$ cat src/rtl/pc_pkg.sv
// Shared types for the program-counter unit: PC source encoding and next-PC priority.
package pc_pkg;

    typedef enum logic [2:0] {
        SEL_HOLD  = 3'd0,
        SEL_INC   = 3'd1,
        SEL_CALL  = 3'd2,
        SEL_RAS   = 3'd3,
        SEL_REDIR = 3'd4,
        SEL_TRAP  = 3'd5
    } pc_src_e;

    // Next-PC priority classes, highest first.
    typedef enum logic [1:0] {
        PRI_TRAP  = 2'd0,
        PRI_REDIR = 2'd1,
        PRI_HOLD  = 2'd2,
        PRI_FLOW  = 2'd3
    } pc_prio_e;

    function automatic pc_prio_e prio_sel(input logic trap, input logic redirect,
                                          input logic pcwrite);
        if (trap)     return PRI_TRAP;
        if (redirect) return PRI_REDIR;
        if (!pcwrite) return PRI_HOLD;
        return PRI_FLOW;
    endfunction

endpackage

$ cat src/rtl/pc_ras.sv
// Circular return-address stack: push/pop/replace/clear, exposes top entry and valid count.
module pc_ras #(
    parameter int unsigned XLEN  = 32,
    parameter int unsigned DEPTH = 4
) (
    input  logic                       i_clk,
    input  logic                       i_rst_n,
    input  logic                       push,
    input  logic                       pop,
    input  logic                       replace,
    input  logic                       clear,
    input  logic [XLEN-1:0]            wdata,
    output logic [XLEN-1:0]            top,
    output logic [$clog2(DEPTH):0]     count
);

    localparam int unsigned PW = $clog2(DEPTH);
    localparam int unsigned CW = PW + 1;

    logic [XLEN-1:0] mem [DEPTH];
    logic [PW-1:0]   ptr_q, ptr_nxt, top_idx, wr_idx;
    logic [CW-1:0]   count_q, count_nxt;
    logic            wr_en;

    // ptr_q points at the next free slot; the top entry sits just below it.
    assign top_idx = ptr_q - PW'(1);
    assign top     = mem[top_idx];
    assign count   = count_q;

    always_comb begin
        ptr_nxt   = ptr_q;
        count_nxt = count_q;
        wr_en     = 1'b0;
        wr_idx    = ptr_q;
        if (clear) begin
            ptr_nxt   = '0;
            count_nxt = '0;
        end else if (replace && (count_q != '0)) begin
            wr_en  = 1'b1;
            wr_idx = top_idx;
        end else if (push || replace) begin
            // A full stack keeps its count; the oldest slot is overwritten.
            wr_en   = 1'b1;
            ptr_nxt = ptr_q + PW'(1);
            if (count_q != CW'(DEPTH)) count_nxt = count_q + CW'(1);
        end else if (pop && (count_q != '0)) begin
            ptr_nxt   = top_idx;
            count_nxt = count_q - CW'(1);
        end
    end

    always_ff @(posedge i_clk or negedge i_rst_n) begin
        if (!i_rst_n) begin
            ptr_q   <= '0;
            count_q <= '0;
        end else begin
            ptr_q   <= ptr_nxt;
            count_q <= count_nxt;
        end
    end

    always_ff @(posedge i_clk) begin
        if (wr_en) mem[wr_idx] <= wdata;
    end

endmodule

$ cat src/rtl/pc_unit.sv
// Program-counter unit: next-PC selection (trap/redirect/stall/call/return/increment) and PC register.
module pc_unit
    import pc_pkg::*;
#(
    parameter int unsigned     XLEN         = 32,
    parameter logic [XLEN-1:0] RESET_VECTOR = '0,
    parameter int unsigned     INC          = 4,
    parameter int unsigned     RAS_DEPTH    = 4
) (
    input  logic                          i_clk,
    input  logic                          i_rst_n,
    input  logic                          i_pcwrite,
    input  logic                          i_redirect,
    input  logic [XLEN-1:0]               i_redirect_pc,
    input  logic                          i_trap,
    input  logic [XLEN-1:0]               i_trap_vec,
    input  logic                          i_call,
    input  logic [XLEN-1:0]               i_call_target,
    input  logic [XLEN-1:0]               i_link_addr,
    input  logic                          i_ret,
    output logic [XLEN-1:0]               o_pc,
    output logic [2:0]                    o_pc_src,
    output logic [$clog2(RAS_DEPTH):0]    o_ras_count,
    output logic                          o_ras_underflow
);

    localparam int unsigned     CW         = $clog2(RAS_DEPTH) + 1;
    localparam logic [XLEN-1:0] ALIGN_MASK = ~(XLEN'(INC) - XLEN'(1));

    logic [XLEN-1:0] pc_q, pc_nxt, ras_top;
    pc_src_e         src_q, src_nxt;
    logic            uf_q, uf_nxt;
    logic            ras_push, ras_pop, ras_replace, ras_clear;
    logic [CW-1:0]   ras_count;

    function automatic logic [XLEN-1:0] align(input logic [XLEN-1:0] t);
        return t & ALIGN_MASK;
    endfunction

    pc_ras #(.XLEN(XLEN), .DEPTH(RAS_DEPTH)) u_ras (
        .i_clk   (i_clk),
        .i_rst_n (i_rst_n),
        .push    (ras_push),
        .pop     (ras_pop),
        .replace (ras_replace),
        .clear   (ras_clear),
        .wdata   (i_link_addr),
        .top     (ras_top),
        .count   (ras_count)
    );

    // Next-PC selection and RAS control.
    always_comb begin
        pc_nxt      = pc_q + XLEN'(INC);
        src_nxt     = SEL_INC;
        uf_nxt      = 1'b0;
        ras_push    = 1'b0;
        ras_pop     = 1'b0;
        ras_replace = 1'b0;
        ras_clear   = 1'b0;
        unique case (prio_sel(i_trap, i_redirect, i_pcwrite))
            PRI_TRAP: begin
                pc_nxt    = align(i_trap_vec);
                src_nxt   = SEL_TRAP;
                ras_clear = 1'b1;
            end
            PRI_REDIR: begin
                pc_nxt  = align(i_redirect_pc);
                src_nxt = SEL_REDIR;
            end
            PRI_HOLD: begin
                pc_nxt  = pc_q;
                src_nxt = SEL_HOLD;
            end
            PRI_FLOW: begin
                if (i_call) begin
                    ras_replace = i_ret;
                    ras_push    = !i_ret;
                    pc_nxt      = align(i_call_target);
                    src_nxt     = SEL_CALL;
                end else if (i_ret) begin
                    if (ras_count != '0) begin
                        ras_pop = 1'b1;
                        pc_nxt  = align(ras_top);
                        src_nxt = SEL_RAS;
                    end else begin
                        uf_nxt = 1'b1;
                    end
                end
            end
        endcase
    end

    always_ff @(posedge i_clk or negedge i_rst_n) begin
        if (!i_rst_n) begin
            pc_q  <= RESET_VECTOR;
            src_q <= SEL_HOLD;
            uf_q  <= 1'b0;
        end else begin
            pc_q  <= pc_nxt;
            src_q <= src_nxt;
            uf_q  <= uf_nxt;
        end
    end

    assign o_pc            = pc_q;
    assign o_pc_src        = src_q;
    assign o_ras_count     = ras_count;
    assign o_ras_underflow = uf_q;

endmodule
$ cat config.mk
export PLATFORM = sky130hd
export DESIGN_NAME = pc_unit
export DESIGN_NICKNAME = d
export VERILOG_FILES = /design/src/rtl/pc_pkg.sv /design/src/rtl/pc_ras.sv /design/src/rtl/pc_unit.sv
export SDC_FILE = /design/constraint.sdc
export NUM_CORES = 1
export LEC_CHECK = 0
export ABC_AREA = 1
export BUFFER_PORTS_ARGS = -buffer_cell sky130_fd_sc_hd__buf_2
export CAP_MARGIN = 0
export CORE_AREA = 4 4 120 145
export DETAILED_ROUTE_END_ITERATION = 7
export DIE_AREA = 0 0 124 149
export GPL_TIMING_DRIVEN = 1
export PLACE_DENSITY = 0.76
export REMOVE_ABC_BUFFERS = 1
export SKIP_LAST_GASP = 1
export SLEW_MARGIN = 0
export SYNTH_ARGS = -nofsm -noshare
export SYNTH_HDL_FRONTEND = slang
export SYNTH_SLANG_ARGS = --single-unit
$ cat constraint.sdc
create_clock -name i_clk -period 5.9 [get_ports i_clk]
set_input_delay 0.59 -clock i_clk [delete_from_list [all_inputs] [get_ports i_clk]]
set_output_delay 0.59 -clock i_clk [all_outputs]
set_load 0.02 [all_outputs]
After elaboration in Yosys (flattened, before gate mapping)
Memories as Yosys holds them, arrays and structs flattened.
Cells that the tools add are included.

cells by class
  $add $sub $neg = 5
  multipliers = 0
  divide/modulo/power cells = 0
  $lt $le $gt $ge = 0
  equal/unequal tests = 6
  shift-type cells = 0
  mux-type cells = 49
  bitwise operators = 0
  reductions and logical operators = 9

operator list
  operator                                          count
  2-to-1 mux 32 bit                                 3
  one-hot mux 32 bit (3 select lines)               1
  adder 32 x 3 -> 32 bit, second input constant     1
  2-to-1 mux 2 bit                                  15
  2-to-1 mux 1 bit                                  24
  2-to-1 mux 3 bit                                  5
  one-hot mux 3 bit (4 select lines)                1
  inequality test 3 bit, second input constant      2
  nonzero test 3 bit                                2
  == test 2 bit, second input constant              2
  adder 3 x 1 -> 3 bit, second input constant       1
  AND reduction 3 bit                               1
  subtractor 3 x 1 -> 3 bit, second input constant  1
  adder 2 x 1 -> 2 bit, second input constant       1
  == test 2 x 1 -> 1 bit, second input constant     1
  logical AND 1 bit                                 2
  zero test 2 bit                                   1
  inequality test 2 bit, second input constant      1
  AND reduction 2 bit                               1
  subtractor 2 x 1 -> 2 bit, second input constant  1
  zero test 1 bit                                   1
  logical OR 1 bit                                  1

word-level totals
  register bits = 41
  bits in latches = 0
  memory bits (writable) = 128
  memory bits (read-only) = 0
  memories kept = 1

memory list
  name       words  bits a word  rd ports  clocked after Yosys merged registers in  write ports  line          source
  u_ras.mem  4      32           1         0                                        1            pc_ras.sv:20  logic [XLEN-1:0] mem [DEPTH];

Longest topological paths before layout
  depth after elaboration = 15
  depth in mapped cells = 13
  depth with buffers taken out = 13

Cells and area by module
From an unflattened synthesis, not the netlist that was laid out.

second synthesis, totals
  cell total of the unflattened synthesis = 959
  area, all modules = 8,704.6 um^2

by module, submodules not included
  module   times used  cells an instance  area each (um^2)
  pc_ras   1           342                5,197.5
  pc_unit  1           617                3,507.1

Worst setup path before layout
OpenSTA, ideal clock, no wires.

  path kind = input -> register
  start = input i_redirect
  end = memory u_ras.mem[0][10] (enable)
  arrival = 2.692 ns
  slack = 2.791 ns
  stages on the path = 7
  path buffers = 0
  path through = nor2_4 -> nand2_4 -> nor2_8 -> nand2_2 -> xor2_1 -> or2_1 -> nor2_1

between the ends
  longest elaborated chain between the ends = 13
  elaborated cells between the ends (all ways) = 21
  classes of those cells = eq/ne (1); mux (17); reduce/logical (3)

RTL lines
  element                                 line           source
  start, declared                         pc_unit.sv:13  input logic i_redirect,
  2-to-1 mux 2 bit                        pc_pkg.sv:24   if (redirect) return PRI_REDIR;
  2-to-1 mux 2 bit                        pc_pkg.sv:25   if (!pcwrite) return PRI_HOLD;
  2-to-1 mux 2 bit                        pc_pkg.sv:26   return PRI_FLOW;
  2-to-1 mux 2 bit (*)                    pc_pkg.sv:25
  2-to-1 mux 2 bit (*)                    pc_pkg.sv:24
  == test 2 bit                           pc_unit.sv:61  unique case (prio_sel(i_trap, i_redirect, i_pcwrite))
  2-to-1 mux 1 bit                        pc_unit.sv:61
  logical OR 1 bit                        pc_ras.sv:41   end else if (push || replace) begin
  2-to-1 mux 1 bit                        pc_ras.sv:41
  2-to-1 mux 1 bit                        pc_ras.sv:38   end else if (replace && (count_q != '0)) begin
  2-to-1 mux 1 bit                        pc_ras.sv:35   if (clear) begin
  2-to-1 mux 1 bit                        pc_ras.sv:63   if (wr_en) mem[wr_idx] <= wdata;
  2-to-1 mux 1 bit (not written as such)  pc_ras.sv:63
  end, declared                           pc_ras.sv:20

Every way passes the cells marked *; elsewhere a longest branch is shown, timed or not. The select of a mux whose other input is x is not followed.

Worst setup path after layout
  start = register u_ras.count_q[2] (netlist: u_ras.count[2])
  end = memory u_ras.mem[2][10] (enable)

between the ends
  longest elaborated chain between the ends = 6
  elaborated cells between the ends (all ways) = 8
  classes of those cells = mux (6); reduce/logical (2)

RTL lines
  element                                 line          source
  start, declared                         pc_ras.sv:22  logic [CW-1:0] count_q, count_nxt;
  start signal, assigned                  pc_ras.sv:58  count_q <= count_nxt;
  nonzero test 3 bit (*)                  pc_ras.sv:38
  logical AND 1 bit (*)                   pc_ras.sv:38
  2-to-1 mux 1 bit                        pc_ras.sv:38
  2-to-1 mux 1 bit                        pc_ras.sv:35
  2-to-1 mux 1 bit                        pc_ras.sv:63
  2-to-1 mux 1 bit (not written as such)  pc_ras.sv:63

Every way passes the cells marked *; elsewhere a longest branch is shown, timed or not.

==> impl_metrics.toml <==
[setup_path]
crit_start = "u_ras.count[2]$_DFFE_PN0P_"
slowest_delay_ps = 710
crit_path_end_kind = "register"
crit_required_ps = 6000
cp_common_cell = "nand2_2"
crit_type = "register to register"
reg2reg_slack_ps = 2120
r2r_start = "u_ras.count[2]$_DFFE_PN0P_"
cp_slowest_cell = "inv_2"
worstPathCellList = "inv_1, nand2_2, nand2_2, inv_2, nand2_2, xor2_1, or2_1, nor2_2, buf_4"
cp.arrival_ps = 3880
start_kind = "register"
crit_fanout = 34

[clock_network]
clk_latency_ps = 430
cts-resized-gates = 0
cts_post_setup_buffers_inserted = 0
numCtsBuffers = 17
cts.hold.buffers_added = 0
cts_tree = "yes"
cts.sinks = 159
htreeDepth = 4
cts_root_buffer = "clkbuf_16"
clkSlewWorstSetupHoldPaths_ps = 70
clockBufferDepth = 2

[power]
p_int_mw = 2.20
netSwitchingPower_mw = 0.987
switching_share_pct = 31.0
seqPwrFrac_pct = 41.3
vdd_ir_drop_max_mv = 0.203
finalPower_mw = 3.19
p_leak_nw = 4.04
clockPowerShare_pct = 37.4
powerDensity_nw_per_um2 = 334
pwr-share-comb_pct = 21.4

[synthesis]
ys_warn_count = 0
yosysUniqueCellTypes = 46
synth_flop_cell = "edfxtp_1"
syn-cell-area_um2 = 7930
syn_inst = 852
synthArstFlopShare_pct = 24.5
synth_area_per_cell_um2 = 9.31
yosysSeqAreaShare_pct = 57.8
synth_edf_count = 120
yosys_register_bits = 159

[detailed_routing]
drc = 0
ant_nets = 0
drt-total-wl_um = 22500
wl_per_cell_um = 18.3
vias = 6778
firstDrtPassIters = 5
drt_iter0_drc = 704
viasPerCell = 5.50

[grt]
grt_pass1_wl_um = 33500
grt-busiest-layer = "met2"
grt_remaining_overflow = 0
grt_use_met3_pct = 5.05
grt.total_usage_pct = 24.2
grt_max_degree = 40
antenna_found_initial = 4
met1_usage_pct = 29.9
grt_pass1_vias = 6344
use_met2_pct = 40.8

[die]
coreArea_um2 = 16000
dieWidth_um = 124
die_area_um2 = 18500
num_io_pins = 174
rows = 51
initial_core_util_pct = 49.5
dieHeight_um = 149

[run_status]
status = "completed"

[timing]
finalMaxSlewViolations = 0
worst_pin_slew_ps = 937
finalSetupTns_ps = 0
slew_headroom_pct = 37.5
fmax_ghz = 0.265
setup_viol = 0
finalCriticalPeriod_ps = 3780
hold_viol_final = 0
period_share_pct = 64.0
skew_ps = 8.57
rsz0062_at_grt = "no"

[placement]
portBuffers = 163
dpl_cell_area_um2 = 8890
hpwl_um = 15500
gp_congestion = 1.01

[final_layout]
antenna_cells = 0
fin_area_um2 = 9530
syn_to_final_growth_pct = 20.2
finalNetCount = 1145
layout-drive-gt1-share_pct = 23.4
fill_cells = 1357
final_cell_mix = "258 x nand2_1, 163 x buf_2, 120 x edfxtp_1"
final_common_cell = "nand2_1"

[flow_run]
maxCapViolCount = 0

[hold_path]
hold_path_class = "primary input to asynchronous set/reset pin"
==> cell usage after synthesis (all sizes together) (5+ instances only) <==
master,n,area (um2)
edfxtp,120,3600
xor2,8,70.1
a221oi,8,70.1
clkbuf,12,45.0
nand3b,7,52.6
or2,13,81.3
nand3,53,275
o22ai,25,156
buf,20,125
o22a,8,70.1
inv,74,278
nand4,7,43.8
nor3,5,25.0
o21ai,41,209
dfrtp,39,976
nand2,267,1030
a22o,10,87.6
o211ai,8,60.1
nor2,87,388
a21oi,20,100
==> sequential cells by signal, indices dropped and copies added (netlist names) <==
| signal | count |
|---|---|
| u_ras.mem | 120 |
| o_pc_src | 3 |
| u_ras.count | 3 |
| o_ras_underflow | 1 |
| u_ras.ptr_q | 2 |
| o_pc | 30 |
==> cell type report <==
| cell class | count | area [um2] | share of cell area, % |
|---|---|---|---|
| multi-input cells | 587 | 2910 | 30.5 |
| well taps | 212 | 265 | 2.78 |
| clock inverters | 14 | 215 | 2.26 |
| repair buffers | 168 | 853 | 8.95 |
| inverters | 75 | 282 | 2.95 |
| flip-flops and latches | 159 | 4580 | 48.0 |
| clock buffers | 17 | 425 | 4.46 |
==> worst max-delay path, delay by kind of cell, from the launching register on <==
family | cells | cell delay, ps
flops | 1 | 420
xor+xnor | 1 | 190
simple gates | 5 | 1620
buf+inv | 3 | 1200
==> kinds of logic after synthesis <==
| kind of cell | count (synthesis) | share of synthesized area [%] |
|---|---|---|
| compound gates | 133 | 11.0 |
| simple gates | 441 | 24.1 |
| flops | 159 | 57.8 |
| xor+xnor | 9 | 0.994 |
| buf+inv | 107 | 5.70 |
| fa+ha+maj | 2 | 0.410 |
| other cells | 1 | 0.0473 |
==> metrics by stage <==
stage / hold WS (ps) / setup slack (ps) / std cells / utilization [%]
2_1_floorplan: 294 / 2380 / 821 / -
3_3_place_gp: 514 / 2040 / 1201 / 55.5
3_5_place_dp: 538 / 2020 / 1201 / 55.5
4_1_cts: 331 / 2120 / 1232 / 59.5
5_1_grt: 367 / 1930 / 1232 / 59.5
6_report: 307 / 2120 / 1232 / 59.5
==> final timing paths <==
| check | to | depth (start not counted) |
|---|---|---|
| worst max-delay path | u_ras.mem[2][10]$_DFFE_PP_ | 9 |
| worst min-delay path | o_pc[5]$_DFFE_PN0P_ | 1 |
| worst max register to register | u_ras.mem[2][10]$_DFFE_PP_ | 9 |
| worst min register to register | o_pc[31]$_DFFE_PN0P_ | 2 |
| max in group asynchronous | o_pc[14]$_DFFE_PN0P_ | 1 |
| min in group i_clk | u_ras.mem[3][6]$_DFFE_PP_ | 1 |
==> routing by layer <==
layer,part of all wire (%),up-vias
met4,3.7,8
met1,38,3169
met2,50,315
met5,0.21,-
met3,7.9,59
li1,-,3227
==> power groups by stage <==
stage	registers, mW	clock network, mW	logic [mW]
after global placement	1.33	0	0.657
after floorplan	1.36	0	0.377
after detailed placement	1.34	0	0.666
after global routing	1.32	1.25	0.741
after CTS	1.31	1.20	0.672
final	1.31	1.19	0.681
(Power assumes the default switching activity.)
